`src/rtl/frame_writer.sv`:
```
// Raster pixel stream to frame RAM writer with a small skid FIFO that absorbs read-port stalls.
// Optional frame counter output enabled by defining FRAME_WRITER_FRAME_CNT_EN.
module frame_writer #(
    parameter int X_W        = 10,
    parameter int Y_W        = 10,
    parameter int H_ACTIVE   = 640,
    parameter int V_ACTIVE   = 480,
    parameter int PIX_W      = 15,
    parameter int FIFO_DEPTH = 4
) (
    input  logic                 clk,
    input  logic                 rst,
    input  logic                 start,
    input  logic                 pix_valid,
    output logic                 pix_ready,
    input  logic                 pix_sof,
    input  logic [PIX_W-1:0]     pix_data,
    input  logic                 rd_active,
    output logic                 wr_en,
    output logic [X_W+Y_W-1:0]   wr_addr,
    output logic [PIX_W-1:0]     wr_data,
    output logic                 busy,
    output logic                 frame_done,
    output logic                 sync_err
`ifdef FRAME_WRITER_FRAME_CNT_EN
    ,
    output logic [15:0]          frame_count
`endif
);

    localparam logic [1:0] ST_IDLE     = 2'd0;
    localparam logic [1:0] ST_WAIT_SOF = 2'd1;
    localparam logic [1:0] ST_WRITE    = 2'd2;
    localparam logic [1:0] ST_DONE     = 2'd3;

    localparam int PTR_W     = $clog2(FIFO_DEPTH);
    localparam int FRAME_PIX = H_ACTIVE * V_ACTIVE;
    localparam int CNT_W     = $clog2(FRAME_PIX + 1);

    logic [1:0]       state;
    logic [CNT_W-1:0] acc_cnt;
    logic [X_W-1:0]   x_pos;
    logic [Y_W-1:0]   y_pos;

    logic [PIX_W:0]   fifo_mem [FIFO_DEPTH];
    logic [PTR_W:0]   fifo_wr_ptr;
    logic [PTR_W:0]   fifo_rd_ptr;
    logic             fifo_empty;
    logic             fifo_full;

    logic             xfer;
    logic             push;
    logic             pop;
    logic             pop_sof_p0;
    logic [PIX_W-1:0] pop_data_p0;
    logic [X_W-1:0]   eff_x_p0;
    logic [Y_W-1:0]   eff_y_p0;
    logic             eff_last_p0;

    assign fifo_empty = (fifo_wr_ptr == fifo_rd_ptr);
    assign fifo_full  = (fifo_wr_ptr[PTR_W] != fifo_rd_ptr[PTR_W]) &&
                        (fifo_wr_ptr[PTR_W-1:0] == fifo_rd_ptr[PTR_W-1:0]);

    assign pix_ready = ((state == ST_WAIT_SOF) || (state == ST_WRITE)) &&
                       !fifo_full && (acc_cnt < CNT_W'(FRAME_PIX));
    assign xfer = pix_valid && pix_ready;
    // Non-SOF beats seen while waiting for the frame start are accepted but dropped.
    assign push = xfer && ((state == ST_WRITE) || pix_sof);
    assign pop  = !fifo_empty && !rd_active && (state == ST_WRITE);
    assign busy = (state != ST_IDLE);

    // Stage p0: head of FIFO and its effective address (an SOF beat always lands at 0).
    assign {pop_sof_p0, pop_data_p0} = fifo_mem[fifo_rd_ptr[PTR_W-1:0]];
    assign eff_x_p0    = pop_sof_p0 ? '0 : x_pos;
    assign eff_y_p0    = pop_sof_p0 ? '0 : y_pos;
    assign eff_last_p0 = (eff_x_p0 == X_W'(H_ACTIVE - 1)) && (eff_y_p0 == Y_W'(V_ACTIVE - 1));

    always_ff @(posedge clk) begin
        if (push) begin
            fifo_mem[fifo_wr_ptr[PTR_W-1:0]] <= {pix_sof, pix_data};
        end
    end

    always_ff @(posedge clk or negedge rst) begin
        if (!rst) begin
            fifo_wr_ptr <= '0;
            fifo_rd_ptr <= '0;
        end else begin
            if (push) fifo_wr_ptr <= fifo_wr_ptr + 1'b1;
            if (pop)  fifo_rd_ptr <= fifo_rd_ptr + 1'b1;
        end
    end

    // Stage p1: registered RAM write port and frame bookkeeping.
    always_ff @(posedge clk or negedge rst) begin
        if (!rst) begin
            state      <= ST_IDLE;
            acc_cnt    <= '0;
            x_pos      <= '0;
            y_pos      <= '0;
            wr_en      <= 1'b0;
            wr_addr    <= '0;
            wr_data    <= '0;
            frame_done <= 1'b0;
            sync_err   <= 1'b0;
        end else begin
            wr_en      <= pop;
            frame_done <= 1'b0;

            case (state)
                ST_IDLE: begin
                    if (start) begin
                        state    <= ST_WAIT_SOF;
                        sync_err <= 1'b0;
                        acc_cnt  <= '0;
                    end
                end
                ST_WAIT_SOF: begin
                    if (xfer && pix_sof) begin
                        state   <= ST_WRITE;
                        acc_cnt <= CNT_W'(1);
                    end
                end
                ST_WRITE: begin
                    if (xfer) begin
                        acc_cnt <= pix_sof ? CNT_W'(1) : acc_cnt + 1'b1;
                    end
                end
                ST_DONE: state <= ST_IDLE;
                default: state <= ST_IDLE;
            endcase

            if (pop) begin
                wr_addr <= {eff_y_p0, eff_x_p0};
                wr_data <= pop_data_p0;
                if (pop_sof_p0 && ((x_pos != '0) || (y_pos != '0))) begin
                    sync_err <= 1'b1;
                end
                if (eff_x_p0 == X_W'(H_ACTIVE - 1)) begin
                    x_pos <= '0;
                    if (eff_last_p0) begin
                        y_pos      <= '0;
                        state      <= ST_DONE;
                        frame_done <= 1'b1;
                    end else begin
                        y_pos <= eff_y_p0 + 1'b1;
                    end
                end else begin
                    x_pos <= eff_x_p0 + 1'b1;
                    y_pos <= eff_y_p0;
                end
            end
        end
    end

`ifdef FRAME_WRITER_FRAME_CNT_EN
    always_ff @(posedge clk or negedge rst) begin
        if (!rst) begin
            frame_count <= '0;
        end else if (frame_done) begin
            frame_count <= frame_count + 16'd1;
        end
    end
`endif

endmodule

```
`config.mk`:
```
export PLATFORM = sky130hd
export DESIGN_NAME = frame_writer
export DESIGN_NICKNAME = d
export VERILOG_FILES = /design/src/rtl/frame_writer.sv
export SDC_FILE = /design/constraint.sdc
export NUM_CORES = 1
export LEC_CHECK = 0
export BUFFER_PORTS_ARGS = -buffer_cell sky130_fd_sc_hd__clkbuf_2
export CORE_MARGIN = 1
export CORE_UTILIZATION = 35
export CTS_CLUSTER_DIAMETER = 80
export CTS_CLUSTER_SIZE = 30
export DETAILED_ROUTE_END_ITERATION = 6
export SETUP_SLACK_MARGIN = 0.05
export SYNTH_ARGS = -nofsm -noshare
export SYNTH_HDL_FRONTEND = slang
export SYNTH_SLANG_ARGS = --single-unit
```
`constraint.sdc`:
```
create_clock -name clk -period 4.8 [get_ports clk]
set_input_delay 0.48 -clock clk [delete_from_list [all_inputs] [get_ports clk]]
set_output_delay 0.48 -clock clk [all_outputs]
set_load 0.02 [all_outputs]
```
# [Word level (Yosys, flattened, before mapping)]
# Memories as Yosys holds them, arrays and structs flattened.
# Index checks and enable logic that the tools add are counted.
[classes] n_addsub=5 magnitude_cmp=1 eq_ne=11 muxes=25 n_reduce_logical=22
[op_table] cell="$mux W19" count=4
[op_table] cell="$pmux W19 S3" count=1
[op_table] cell="$mux W10" count=5
[op_table] cell="$add A10 B1 Y10 const B" count=2
[op_table] cell="$reduce_bool A10 Y1" count=2
[op_table] cell="$add A19 B1 Y19 const B" count=1
[op_table] cell="$lt A19 B19 Y1 const B" count=1
[op_table] cell="$eq A10 B10 Y1 const B" count=1
[op_table] cell="$eq A10 B9 Y1 const B" count=1
[op_table] cell="$logic_and A1 B1 Y1" count=10
[op_table] cell="$mux W2" count=5
[op_table] cell="$mux W1" count=9
[op_table] cell="$add A3 B1 Y3 const B" count=2
[op_table] cell="$pmux W2 S3" count=1
[op_table] cell="$eq A2 B2 Y1 const B" count=2
[op_table] cell="$ne A2 B2 Y1 const B" count=2
[op_table] cell="$reduce_and A4 Y1" count=1
[op_table] cell="$eq A3 B3 Y1" count=1
[op_table] cell="$logic_not A1 Y1" count=3
[op_table] cell="$logic_or A1 B1 Y1" count=3
[op_table] cell="$reduce_bool A3 Y1" count=1
[op_table] cell="$eq A2 B1 Y1 const B" count=1
[op_table] cell="$eq A2 B2 Y1" count=1
[op_table] cell="$logic_not A2 Y1" count=1
[op_table] cell="other kinds (3)" count=3
[word_totals] register_bits=85 mem_bits_rw=64 in_bits=21 out_inout_bits=40 elab_cells=76 n_memories=1
[mem_list] memory="fifo_mem" depth=4 word_bits=16 rd=1 rd_clocked_by_memory_dff=0 wr=1 line="45" rtl="logic [PIX_W:0] fifo_mem [FIFO_DEPTH];"

# [Longest topological paths before layout]
[logic_depth] ltp_word=12 mapped_depth=11 mapped_depth_nobuf=8

# [Least setup slack after synthesis]
# Ideal clock, no wire load.
[synth_path] path_type="register to register" startpoint="register fifo_rd_ptr[0]" endpoint="register y_pos[9]" setup_time_ns=0.069 arrival_ns=2.908 required_ns=4.731 slack_ns=1.823 stages_incl_launch_ff=11 synth_period_minus_slack_ns=2.977 cell_sequence="dfrtp_1 -> buf_6 -> mux4_2 -> clkbuf_1 -> nor2b_1 -> ha_1 -> nand3_1 -> nor4_4 -> nand3_1 -> or4_1 -> nand3_1"
[synth_via] elab_chain_cells=6
[synth_lines] element="from (decl)" line="47" rtl="logic [PTR_W:0] fifo_rd_ptr;"
[synth_lines] element="from (signal assigned)" line="90" rtl="if (pop) fifo_rd_ptr <= fifo_rd_ptr + 1'b1;"
[synth_lines] element="$mem_v2 Z4 W16 (*)"
[synth_lines] element="$mux W10 (*)" line="74" rtl="assign eff_x_p0 = pop_sof_p0 ? '0 : x_pos;"
[synth_lines] element="net eff_x_p0[1]" line="56" rtl="logic [X_W-1:0] eff_x_p0;"
[synth_lines] element="$eq A10 B10 Y1 (*)" line="76, 139"
[synth_lines] element="$logic_and A1 B1 Y1" line="76" rtl="assign eff_last_p0 = (eff_x_p0 == X_W'(H_ACTIVE - 1)) && (eff_y_p0 == Y_W'(V_ACTIVE - 1));"
[synth_lines] element="$mux W10" line="141" rtl="if (eff_last_p0) begin"
[synth_lines] element="$mux W10 (*)" line="139" rtl="if (eff_x_p0 == X_W'(H_ACTIVE - 1)) begin"
[synth_lines] element="to (signal assigned)" line="146" rtl="y_pos <= eff_y_p0 + 1'b1;"
[synth_lines] element="to (signal assigned)" line="150" rtl="y_pos <= eff_y_p0;"
[synth_lines] element="to (decl)" line="43" rtl="logic [Y_W-1:0] y_pos;"
# Mark *: on every way through the listed nets, which the timed path passes. The rest lies on a longest branch.
# A chain may end at the register's enable or synchronous reset.

# [Final worst setup path]
[layout_path] startpoint="register fifo_rd_ptr[0]" endpoint="register y_pos[8]"
# Same word-level chain as after synthesis.

==> results.ini <==
[synth]
syn_nets=619
async_flop_share_pct=57.05
ys_seq_area_share_pct=60.08
synth-seq-cells=149
yosysTopAreaCell=dfrtp_1
synth_flop_cell=dfrtp_1
synth_common_cells=nand2_1, dfrtp_1, edfxtp_1, o21ai_0, nand3_1
yosysWarningCount=0
synth_area_leaders=dfrtp_1, edfxtp_1, nand2_1, mux4_2, o21ai_0
synth_cells=585
synth.most_common_cell=nand2_1
syn_area_per_cell_um2=11.52
synth_top_area_share_pct=31.56
synth-edff-count=64
netlist_area_mm2=0.006739
yosys.cell_types.count=56

[detailed_routing]
final_antenna_net_count=0
vias=4729
vias_per_cell=5.319
drt-initial-drc-count=412
wire_per_inst_um=16.55
wl_mm=14.72
drc=0
drt-pass1-iter-count=5

[pwr]
p_int_w=0.002771
leakagePower_nw=3.349
power.density_mw_per_mm2=539.4
vdd_drop_max_mv=0.2527
pwr-share-seq_pct=39.2
swShare_pct=34.75
p_clk_share_pct=32.2
p_comb_share_pct=28.6
p_switching_w=0.001476
total_power_w=0.004248

[clocking]
clk_pin_slew_ns=0.07
root_buffer=clkbuf_16
cts_max_level=4
cts_num_sinks=149
cts_tree=done
cts_buffers=17
hold_buffers=0
postCtsSetupBuffers=0
clockBufferDepth=2
insertion_delay_ns=0.43
cts_resized=0

[final_layout]
final_util_pct=41.96
nFillCells=1779
regArea_mm2=0.004049
synthToLayoutAreaGrowth_pct=16.86
num_antenna_cells=0
drive_gt1_share_pct=18.63
nNetsFinal=676
multi_input_area_mm2=0.002505

[worst_setup_path]
crit_chain=buf_4 -> mux4_2 -> nor2b_1 -> ha_1 -> nand3_1 -> nor4_4 -> buf_4 -> nand4_1 -> or3_1 -> o211ai_1
cp_max_fo=23
rrSetupSlack_ns=1.36
cp-endpoint=y_pos[8]$_DFFE_PN0P_
cp-startpoint=fifo_rd_ptr[0]$_DFFE_PN0P_
rr_worst_depth=10
rr_startpoint=fifo_rd_ptr[0]$_DFFE_PN0P_
rr_endpoint=y_pos[8]$_DFFE_PN0P_
required_ns=5.14
startpoint_type=flip-flop
critical_path_class=flip-flop to flip-flop
cp-end-kind=flip-flop
cp.arrival_ns=3.78
cp_common_cell=buf_4
slowest_stage=mux4_2
slowest_delay_ns=0.80

[placement]
io_buffers=60
place_congestion=0.8753
dpl.hpwl_mm=9.526

[timing]
whs_ns=-0.01787
finalSetupViolations=0
rsz0062_at_grt=no
slew_headroom_pct=33.45
finalCritPeriodShare_pct=71.72
report.final.slew_viol_count=0
fin_tns_setup_ns=0
tightest_slew_ns=0.9983
final_hold_viol_count=15
clock_skew_ns=0.01167
min_period_ns=3.443
fmax_mhz=290.5

[floorplan]
fp.dieH_um=140.8
num_rows=50
die_area_mm2=0.01981
die_width_um=140.8
initial_core_util_pct=35.91
io_pins=61
core_area_mm2=0.01877

[global_routing]
grt_overflow_total=0
antenna_found_initial=0
grt_pass1_vias=4849
grt_pass1_wl_mm=24.34
grt_max_degree=62
grt_usage_pct=15.97

[hold_path]
hold_path.class=input port to async pin

[status]
status=finished with violations
violations=negative hold slack

[flow_run]
drv_cap=0

-- worst max-delay path, delay by kind of cell, from the launching register on --
kind | cells | cell delay, ns
AOI/OAI and AO/OA | 1 | 0.09
buffers and inverters | 2 | 0.62
DFF | 1 | 0.34
muxes | 1 | 0.80
adders and majority gates | 1 | 0.21
and+or+nand+nor | 5 | 1.28
-- cells by family (layout without fill, tap and decap cells) --
kind of cell             Yosys count  after routing  synth area share (%)
flip-flops                       149            149                 60.08
AO/OA/AOI/OAI                    106            106                 10.34
XOR/XNOR                           8              8                 1.040
buffers and inverters             48            118                 2.896
multiplexers                      21             21                 6.183
AND/OR/NAND/NOR                  240            240                 17.04
adder cells (fa/ha/maj)           13             13                 2.414
-- routing by layer --
| layer | GRT usage [%] | vias up | wire (um) |
|---|---|---|---|
| met3 | 3.770 | 27 | 634 |
| met4 | 7.551 | 0 | 375 |
| met2 | 26.05 | 129 | 7143 |
| met5 | 0 | - | 0 |
| met1 | 20.08 | 2321 | 6561 |
| li1 | - | 2252 | - |
-- state kept, by name (all words and copies together), names as in the netlist --
register / count
fifo_rd_ptr: 3
wr_addr: 20
fifo_mem: 64
frame_done: 1
fifo_wr_ptr: 3
state: 2
sync_err: 1
wr_data: 15
acc_cnt: 19
wr_en: 1
x_pos: 10
y_pos: 10
-- through the flow --
step / hold WS (ns) / area [um^2] / worst slack [ns] / std cells
after floorplan: 0.1844 / 6739 / 1.823 / 585
after global placement: 0.4497 / 7273 / 1.449 / 857
after detailed placement: 0.4602 / 7273 / 1.351 / 857
after CTS: 0.006051 / 7875 / 1.334 / 889
after global routing: 0.01643 / 7875 / 1.161 / 889
final: -0.01787 / 7875 / 1.357 / 889
-- cell type report --
| class | count | area share [%] |
|---|---|---|
| Multi-Input combinational cell | 388 | 31.81 |
| Sequential cell | 149 | 51.41 |
| Timing Repair Buffer | 67 | 4.512 |
| Clock inverter | 13 | 2.018 |
| Clock buffer | 19 | 5.624 |
| Inverter | 19 | 0.9056 |
| Tap cell | 234 | 3.718 |
-- worst min path at each step --
| stage | end | slack (ns) | startpoint |
|---|---|---|---|
| after floorplan | acc_cnt[0]$_DFFE_PN0P_ | 0.18 | rst |
| after global placement | frame_done$_DFF_PN0_ | 0.45 | rst |
| after detailed placement | frame_done$_DFF_PN0_ | 0.46 | rst |
| after CTS | acc_cnt[15]$_DFFE_PN0P_ | 0.006 | rst |
| after global routing | acc_cnt[15]$_DFFE_PN0P_ | 0.02 | rst |
| final | acc_cnt[14]$_DFFE_PN0P_ | -0.02 | rst |
-- placed cells by master, fill, tap and decap left out, types with 13 or more instances in the layout --
master	n
nand2_1	131
dfrtp_1	85
edfxtp_1	64
clkbuf_2	59
o21ai_0	37
nand3_1	26
inv_1	19
clkbuf_16	17
mux4_2	15
nor2_1	15
ha_1	13
-- power by group through the flow --
stage	sequential [W]	combinational [W]	clock, W
2_1_floorplan	0.00176	0.000793	0
3_3_place_gp	0.00168	0.00121	0
3_5_place_dp	0.00169	0.00123	0
4_1_cts	0.00166	0.00124	0.00139
5_1_grt	0.00169	0.00136	0.00144
6_report	0.00166	0.00122	0.00137
Power figures use the tool's default switching activity.
